===== src/rtl/if_stage.sv =====
// Instruction-fetch stage: next-PC generation, one outstanding SRAM-like fetch, one-entry
// instruction buffer for decode stalls, and branch redirect with wrong-path data discard.
module if_stage #(
  parameter logic [31:0] RESET_PC = 32'h1c00_0000
) (
  input  logic        clk,
  input  logic        resetn,
  input  logic        ds_allowin,
  input  logic [32:0] br_bus,
  output logic        fs_to_ds_valid,
  output logic [63:0] fs_to_ds_bus,
  output logic        inst_sram_req,
  output logic        inst_sram_wr,
  output logic [1:0]  inst_sram_size,
  output logic [3:0]  inst_sram_wstrb,
  output logic [31:0] inst_sram_addr,
  output logic [31:0] inst_sram_wdata,
  input  logic        inst_sram_addr_ok,
  input  logic        inst_sram_data_ok,
  input  logic [31:0] inst_sram_rdata
);

  logic        fs_valid_q, fs_valid_d;
  logic [31:0] fs_pc_q, fs_pc_d;
  logic        outstanding_q, outstanding_d;
  logic        discard_q, discard_d;
  logic        buf_valid_q, buf_valid_d;
  logic [31:0] inst_buf_q, inst_buf_d;
  logic        br_pend_q, br_pend_d;
  logic [31:0] br_pend_target_q, br_pend_target_d;

  logic        br_taken;
  logic [31:0] br_target;
  logic [31:0] nextpc;
  logic        fs_ready_go;
  logic        fs_leave;
  logic        fs_free;
  logic        accept;

  assign br_taken  = br_bus[32];
  assign br_target = br_bus[31:0];

  // A fresh redirect beats a pending one, which beats sequential fetch.
  assign nextpc = br_taken  ? br_target :
                  br_pend_q ? br_pend_target_q :
                              fs_pc_q + 32'd4;

  assign fs_ready_go    = buf_valid_q | (outstanding_q & inst_sram_data_ok & ~discard_q);
  assign fs_to_ds_valid = fs_valid_q & fs_ready_go & ~br_taken;
  assign fs_to_ds_bus   = {(buf_valid_q ? inst_buf_q : inst_sram_rdata), fs_pc_q};
  assign fs_leave       = fs_to_ds_valid & ds_allowin;
  assign fs_free        = ~fs_valid_q | fs_leave | br_taken;

  // A returning response frees the single outstanding slot in the same cycle.
  assign inst_sram_req   = resetn & fs_free & (~outstanding_q | inst_sram_data_ok);
  assign inst_sram_addr  = nextpc;
  assign inst_sram_wr    = 1'b0;
  assign inst_sram_size  = 2'b10;
  assign inst_sram_wstrb = 4'b0000;
  assign inst_sram_wdata = 32'h0;

  assign accept = inst_sram_req & inst_sram_addr_ok;

  always_comb begin
    fs_valid_d       = fs_valid_q;
    fs_pc_d          = fs_pc_q;
    outstanding_d    = outstanding_q;
    discard_d        = discard_q;
    buf_valid_d      = buf_valid_q;
    inst_buf_d       = inst_buf_q;
    br_pend_d        = br_pend_q;
    br_pend_target_d = br_pend_target_q;

    if (inst_sram_data_ok) begin
      outstanding_d = 1'b0;
      if (discard_q) discard_d = 1'b0;
    end
    if (inst_sram_data_ok & ~discard_q & fs_valid_q & ~fs_leave & ~br_taken) begin
      inst_buf_d  = inst_sram_rdata;
      buf_valid_d = 1'b1;
    end
    if (fs_leave) begin
      fs_valid_d  = 1'b0;
      buf_valid_d = 1'b0;
    end
    // Wrong-path flush: an in-flight fetch must have its data dropped on return.
    if (br_taken) begin
      fs_valid_d       = 1'b0;
      buf_valid_d      = 1'b0;
      if (outstanding_q & ~inst_sram_data_ok) discard_d = 1'b1;
      br_pend_d        = 1'b1;
      br_pend_target_d = br_target;
    end
    if (accept) begin
      fs_valid_d    = 1'b1;
      fs_pc_d       = nextpc;
      outstanding_d = 1'b1;
      buf_valid_d   = 1'b0;
      br_pend_d     = 1'b0;
    end
  end

  always_ff @(posedge clk or negedge resetn) begin
    if (!resetn) begin
      fs_valid_q       <= 1'b0;
      fs_pc_q          <= RESET_PC - 32'd4;
      outstanding_q    <= 1'b0;
      discard_q        <= 1'b0;
      buf_valid_q      <= 1'b0;
      inst_buf_q       <= 32'h0;
      br_pend_q        <= 1'b0;
      br_pend_target_q <= 32'h0;
    end else begin
      fs_valid_q       <= fs_valid_d;
      fs_pc_q          <= fs_pc_d;
      outstanding_q    <= outstanding_d;
      discard_q        <= discard_d;
      buf_valid_q      <= buf_valid_d;
      inst_buf_q       <= inst_buf_d;
      br_pend_q        <= br_pend_d;
      br_pend_target_q <= br_pend_target_d;
    end
  end

endmodule


===== config.mk =====
export PLATFORM = sky130hd
export DESIGN_NAME = if_stage
export DESIGN_NICKNAME = d
export VERILOG_FILES = /design/src/rtl/if_stage.sv
export SDC_FILE = /design/constraint.sdc
export NUM_CORES = 1
export LEC_CHECK = 0
export CAP_MARGIN = 20
export CORE_MARGIN = 2
export CORE_UTILIZATION = 50
export CTS_CLUSTER_DIAMETER = 50
export DETAILED_ROUTE_END_ITERATION = 10
export PLACE_DENSITY_LB_ADDON = 0.08
export SKIP_LAST_GASP = 1
export SYNTH_ARGS = -nofsm -noshare
export SYNTH_HDL_FRONTEND = slang
export SYNTH_SLANG_ARGS = --single-unit

===== constraint.sdc =====
create_clock -name clk -period 5.7 [get_ports clk]
set_input_delay 1.14 -clock clk [delete_from_list [all_inputs] [get_ports clk]]
set_output_delay 1.14 -clock clk [all_outputs]
set_load 0.01 [all_outputs]

==> results.json, run 1 <==
{
  "seqCellArea_um2": 2560,
  "drt_wl_total_um": 15270,
  "grt_max_degree": 58,
  "grt_pass1_vias": 5077,
  "vias_per_cell": 5.585,
  "synthTopCellsByArea": "dfrtp_1 (31%), mux2_2 (18%), dfstp_2 (11%)",
  "synth_most_common_cell": "mux2_2",
  "cts_buffer_depth": 2,
  "antenna_found_initial": 0,
  "outcome": "complete, no violations",
  "drive_gt1_share_pct": 21.00,
  "worst_slack_ns": 1.129,
  "fp.dieW_um": 113.7,
  "post-cts-setup-buffer-count": 0,
  "clk_latency_ns": 0.35,
  "firstDrtPassIters": 4,
  "vias": 5049,
  "r2r-end": "fs_pc_q[18]",
  "synth_enable_flop_cells": 0,
  "htree_num_levels": 3,
  "cts-buffers-inserted": 9,
  "r2r-start": "fs_pc_q[2]",
  "synthesis.area_um2": 6016,
  "ctsHoldBuffers": 0,
  "slew_violations": 0,
  "synth_cell_types": 64,
  "utilization_pct": 66.75,
  "drcViolationCount": 0,
  "cts_tree": "built",
  "hold_path_depth": 1,
  "critical_path.endpoint_type": "output port",
  "grt_pass1_wl_um": 24540,
  "crit_start": "br_bus[32]",
  "holdWs_ns": 0.5019,
  "synth_seq_area_share_pct": 42.55,
  "core_um2": 11860,
  "routedWlPerCell_um": 16.89,
  "rows": 40,
  "power_density_nw_per_um2": 318.5,
  "grtUsageTotal_pct": 23.71,
  "start_util_pct": 50.72,
  "port_buffers": 167,
  "ir_worst_vdd_uv": 200.6,
  "worstPathArrival_ns": 3.43,
  "ios": 207,
  "worst_pin_slew_ns": 1.068,
  "place.gp.congestion": 0.8163,
  "die_h_um": 113.7,
  "setup_viol": 0,
  "insertedDiodeCount": 0,
  "min_period_ns": 4.571,
  "r2r_slack_ns": 3.19,
  "crit_required_ns": 4.56,
  "hp-start": "inst_buf_q[25]",
  "rr_worst_depth": 6,
  "synth_top_area_share_pct": 31.20,
  "dpl.hpwl_um": 10860,
  "die_area_um2": 12930,
  "hold_path_end": "inst_buf_q[25]",
  "ys_warn_count": 0,
  "pre_cts_ws_ns": 1.154,
  "fmax_mhz": 218.8,
  "area_growth_pct": 31.61,
  "ys_top_cells_by_count": "mux2_2 (94), dfrtp_1 (75), nand2_1 (59)",
  "fillers": 978,
  "worstSetupPathType": "in2out",
  "syn_inst": 601,
  "hold_violations": 0,
  "syn_avg_cell_area_um2": 10.01,
  "max_cap_violations": 0,
  "grt-ovfl-total": 0,
  "rsz0062_at_grt": "no",
  "cts_sinks": 101,
  "root_buffer": "clkbuf_16",
  "multi_input_comb_area_um2": 3085,
  "synth.largest_area_cell": "dfrtp_1",
  "nNetsFinal": 823,
  "cts_resized": 0,
  "drtIter0Drc": 375,
  "setup_tns_ns": 0,
  "finalPower_mw": 2.522,
  "ys_ff_latch": 101,
  "startpoint_type": "input pin",
  "p_leak_nw": 3.211,
  "worstPathMaxFanout": 39,
  "relSlewSlack_pct": 28.80,
  "fin_crit_sh_pct": 80.20,
  "hp-class": "reg2reg",
  "skew_ns": 0.004864,
  "ys.flop_type": "dfrtp_1",
  "clk_pin_slew_ns": 0.07,
  "ant_nets": 0,
  "synth_async_sr_flop_share_pct": 100.0
}
## state kept, by name, summed over array words and instances (netlist names)
name              flops
fs_valid_q            1
outstanding_q         1
fs_pc_q              32
discard_q             1
inst_buf_q           32
br_pend_target_q     32
buf_valid_q           1
br_pend_q             1
## where the power goes
part / total [mW] / internal (mW) / switching (mW)
Combinational: 0.818 / 0.473 / 0.345
Sequential: 1.12 / 0.938 / 0.179
Clock: 0.586 / 0.320 / 0.267
Total: 2.52 / 1.73 / 0.791
## stage by stage
stage / cell area [um2] / cells
after floorplan: 6155 / 638
after global placement: 7629 / 887
after detailed placement: 7629 / 887
after CTS: 7903 / 903
after global routing: 7918 / 904
final: 7918 / 904
## critical path, stage by stage
cell,delay (ns)
buf_2,0.51
clkinv_1,0.47
nand2_1,0.26
o22a_1,0.20
a21boi_0,0.25
clkdlybuf4s50_1,0.58
## kinds of logic after synthesis
family	Yosys count	synth area share [%]
flip-flops	101	42.55
XOR/XNOR	18	2.621
AO/OA/AOI/OAI	135	13.91
AND/OR/NAND/NOR	151	13.69
adder cells (fa/ha/maj)	1	0.2080
buffers and inverters	94	8.465
multiplexers	99	18.43
other	2	0.1248
## cell type report
type | instances | area share, %
clock buffers | 14 | 3.334
clock inverters | 2 | 0.1264
inverters | 22 | 1.043
multi-input cells | 443 | 38.97
flip-flops and latches | 101 | 32.33
well taps | 147 | 2.323
repair buffers | 175 | 21.87
## layer usage
layer	share of wire [%]	routed length, um	track usage [%]	vias to the layer above
li1	-	-	-	2378
met1	42	6344	29.04	2476
met2	49	7442	38.84	169
met3	7.4	1132	6.217	26
met4	2.3	346	11.95	0
met5	0	0	0	-
## how the worst max path moves through the flow
stage                               to  slack (ns)  cells past startpoint
global route        inst_sram_addr[31]         1.0                      6
CTS                 inst_sram_addr[31]        1.14                      6
detailed placement  inst_sram_addr[31]        1.15                      6
floorplan           inst_sram_addr[26]        2.14                      5
finish              inst_sram_addr[31]        1.13                      6
global placement    inst_sram_addr[31]        1.19                      6
## cells in the final DEF (no fill, tap or decap), types with 7 or more instances in the layout
cell and count:
a21oi_1 38, nand3_1 12, nand4_1 10, nand2_1 59
dfstp_2 26, clkbuf_16 9, o21ai_0 42, clkdlybuf4s50_1 165
xnor2_1 10, buf_4 8, xor2_1 8, inv_1 21
nor3_1 7, nor2_1 24, mux2_2 94, conb_1 39
dfrtp_1 75, a22oi_1 12
Note: power is estimated with default switching activity, not from simulation.
==> run 2, diff against run 1 <==
Settings changed: CORE_UTILIZATION 50 to 46.
Clock period 5.7 ns to 4.37 ns, I/O delays scaled along.
==> results.json, run 2 (synthesis results as in run 1) <==
{
  "worstPathArrival_ns": 3.15,
  "pre_cts_ws_ns": 0.7257,
  "drcViolationCount": 0,
  "worstSetupPathType": "reg2out",
  "relSlewSlack_pct": 33.91,
  "root_buffer": "clkbuf_16",
  "area_growth_pct": 33.11,
  "reg.largest.list": "br_pend_target_q: 32 flops, fs_pc_q: 32 flops, inst_buf_q: 32 flops",
  "fp.dieW_um": 118.4,
  "cts_resized": 0,
  "die_area_um2": 14010,
  "drive_gt1_share_pct": 21.48,
  "crit_required_ns": 3.50,
  "antenna_found_initial": 0,
  "post-cts-setup-buffer-count": 0,
  "r2r_slack_ns": 2.04,
  "worstSetupEndpoint": "inst_sram_addr[28]",
  "p_leak_nw": 3.238,
  "fmax_mhz": 248.4,
  "cts_sinks": 101,
  "grtUsageTotal_pct": 22.50,
  "ctsHoldBuffers": 0,
  "cts_tree": "built",
  "fin_crit_sh_pct": 92.12,
  "layout_commonest_cell": "clkdlybuf4s50_1",
  "rsz0062_at_grt": "no",
  "slew_violations": 0,
  "grt-ovfl-total": 0,
  "vias_per_cell": 5.417,
  "grt_max_degree": 70,
  "r2r-start": "fs_pc_q[2]",
  "clk_latency_ns": 0.35,
  "clk_pin_slew_ns": 0.06,
  "hold_violations": 0,
  "crit_start": "fs_pc_q[2]",
  "ios": 207,
  "htree_num_levels": 3,
  "place.gp.congestion": 0.8537,
  "worst_slack_ns": 0.3441,
  "nNetsFinal": 825,
  "core_um2": 12670,
  "fillers": 1076,
  "r2r-end": "fs_pc_q[24]",
  "rows": 41,
  "routedWlPerCell_um": 16.68,
  "max_cap_violations": 0,
  "cts-buffers-inserted": 9,
  "vias": 5043,
  "ir_worst_vdd_uv": 227.4,
  "setup_viol": 0,
  "power_density_nw_per_um2": 420.6,
  "rr_worst_depth": 7,
  "cts_buffer_depth": 2,
  "final_cell_mix": "clkdlybuf4s50_1 (165), mux2_2 (94), dfrtp_1 (75)",
  "setup_tns_ns": 0,
  "port_buffers": 167,
  "min_period_ns": 4.026,
  "skew_ns": 0.006480,
  "start_util_pct": 47.48,
  "dpl.hpwl_um": 11260,
  "grt_pass1_wl_um": 25500,
  "insertedDiodeCount": 0,
  "worst_pin_slew_ns": 0.9893,
  "hp-class": "in2async",
  "grt_pass1_vias": 5051,
  "die_h_um": 118.4,
  "critical_path.endpoint_type": "output port",
  "startpoint_type": "register",
  "ant_nets": 0,
  "drtIter0Drc": 387,
  "drt_wl_total_um": 15530,
  "worstPathMaxFanout": 8,
  "firstDrtPassIters": 5,
  "outcome": "complete, no violations"
}
[run 2: cell count changes in the layout (fill, tap and decap cells not counted), sizes merged]
cell      change
clkbuf        -1
clkinv        -1
clkinvlp      +1
buf           +2
bufinv        +1
[run 2: layout make-up]
| type | count | area, um2 | share of cell area [%] |
|---|---|---|---|
| repair buffers | 177 | 1752 | 21.88 |
| multi-input cells | 443 | 3085 | 38.53 |
| clock inverters | 3 | 42.54 | 0.5313 |
| well taps | 172 | 215.2 | 2.687 |
| inverters | 22 | 82.58 | 1.031 |
| flip-flops and latches | 101 | 2560 | 31.97 |
| clock buffers | 13 | 270.3 | 3.375 |
[run 2: routing by layer]
layer / up-vias / part of all wire, % / GRT usage [%]
li1: 2395 / - / -
met1: 2463 / 44 / 29.71
met2: 173 / 48 / 35.91
met3: 12 / 7.1 / 7.288
met4: 0 / 1.1 / 5.346
met5: - / 0 / 0
[run 2: how the worst min path moves through the flow]
| stage | slack (ns) | cells past startpoint | endpoint |
|---|---|---|---|
| finish | 0.46 | 1 | inst_buf_q[25] |
| global route | 0.49 | 1 | inst_buf_q[25] |
| CTS | 0.47 | 1 | inst_buf_q[25] |
| global placement | 0.48 | 1 | inst_buf_q[9] |
| detailed placement | 0.48 | 2 | fs_pc_q[1] |
| floorplan | 0.47 | 1 | inst_buf_q[0] |
[run 2: worst max-delay path, cell delays in order, from the launching register on]
cell and delay (ns):
dfstp_2 0.60, ha_1 0.24, nand4_2 0.28, nor4_4 0.34, buf_4 0.22, nand4_1 0.18, xor2_1 0.20, a21oi_1 0.16
clkdlybuf4s50_1 0.58
[run 2: stage by stage]
step	cells	utilization, %	area, um2	hold slack, ns	power (mW)
after floorplan	638	-	6155	0.4737	2.020
after global placement	915	60.73	7695	0.4811	2.509
after detailed placement	915	60.73	7695	0.4848	2.548
after CTS	931	63.20	8008	0.4725	3.399
after global routing	931	63.20	8008	0.4914	3.562
final	931	63.20	8008	0.4593	3.368
[run 2: power by group]
part / total, mW / leakage, nW / switching (mW) / internal (mW)
Sequential: 1.45 / 1.17 / 0.226 / 1.22
Combinational: 1.08 / 1.91 / 0.463 / 0.618
Clock: 0.837 / 0.152 / 0.346 / 0.490
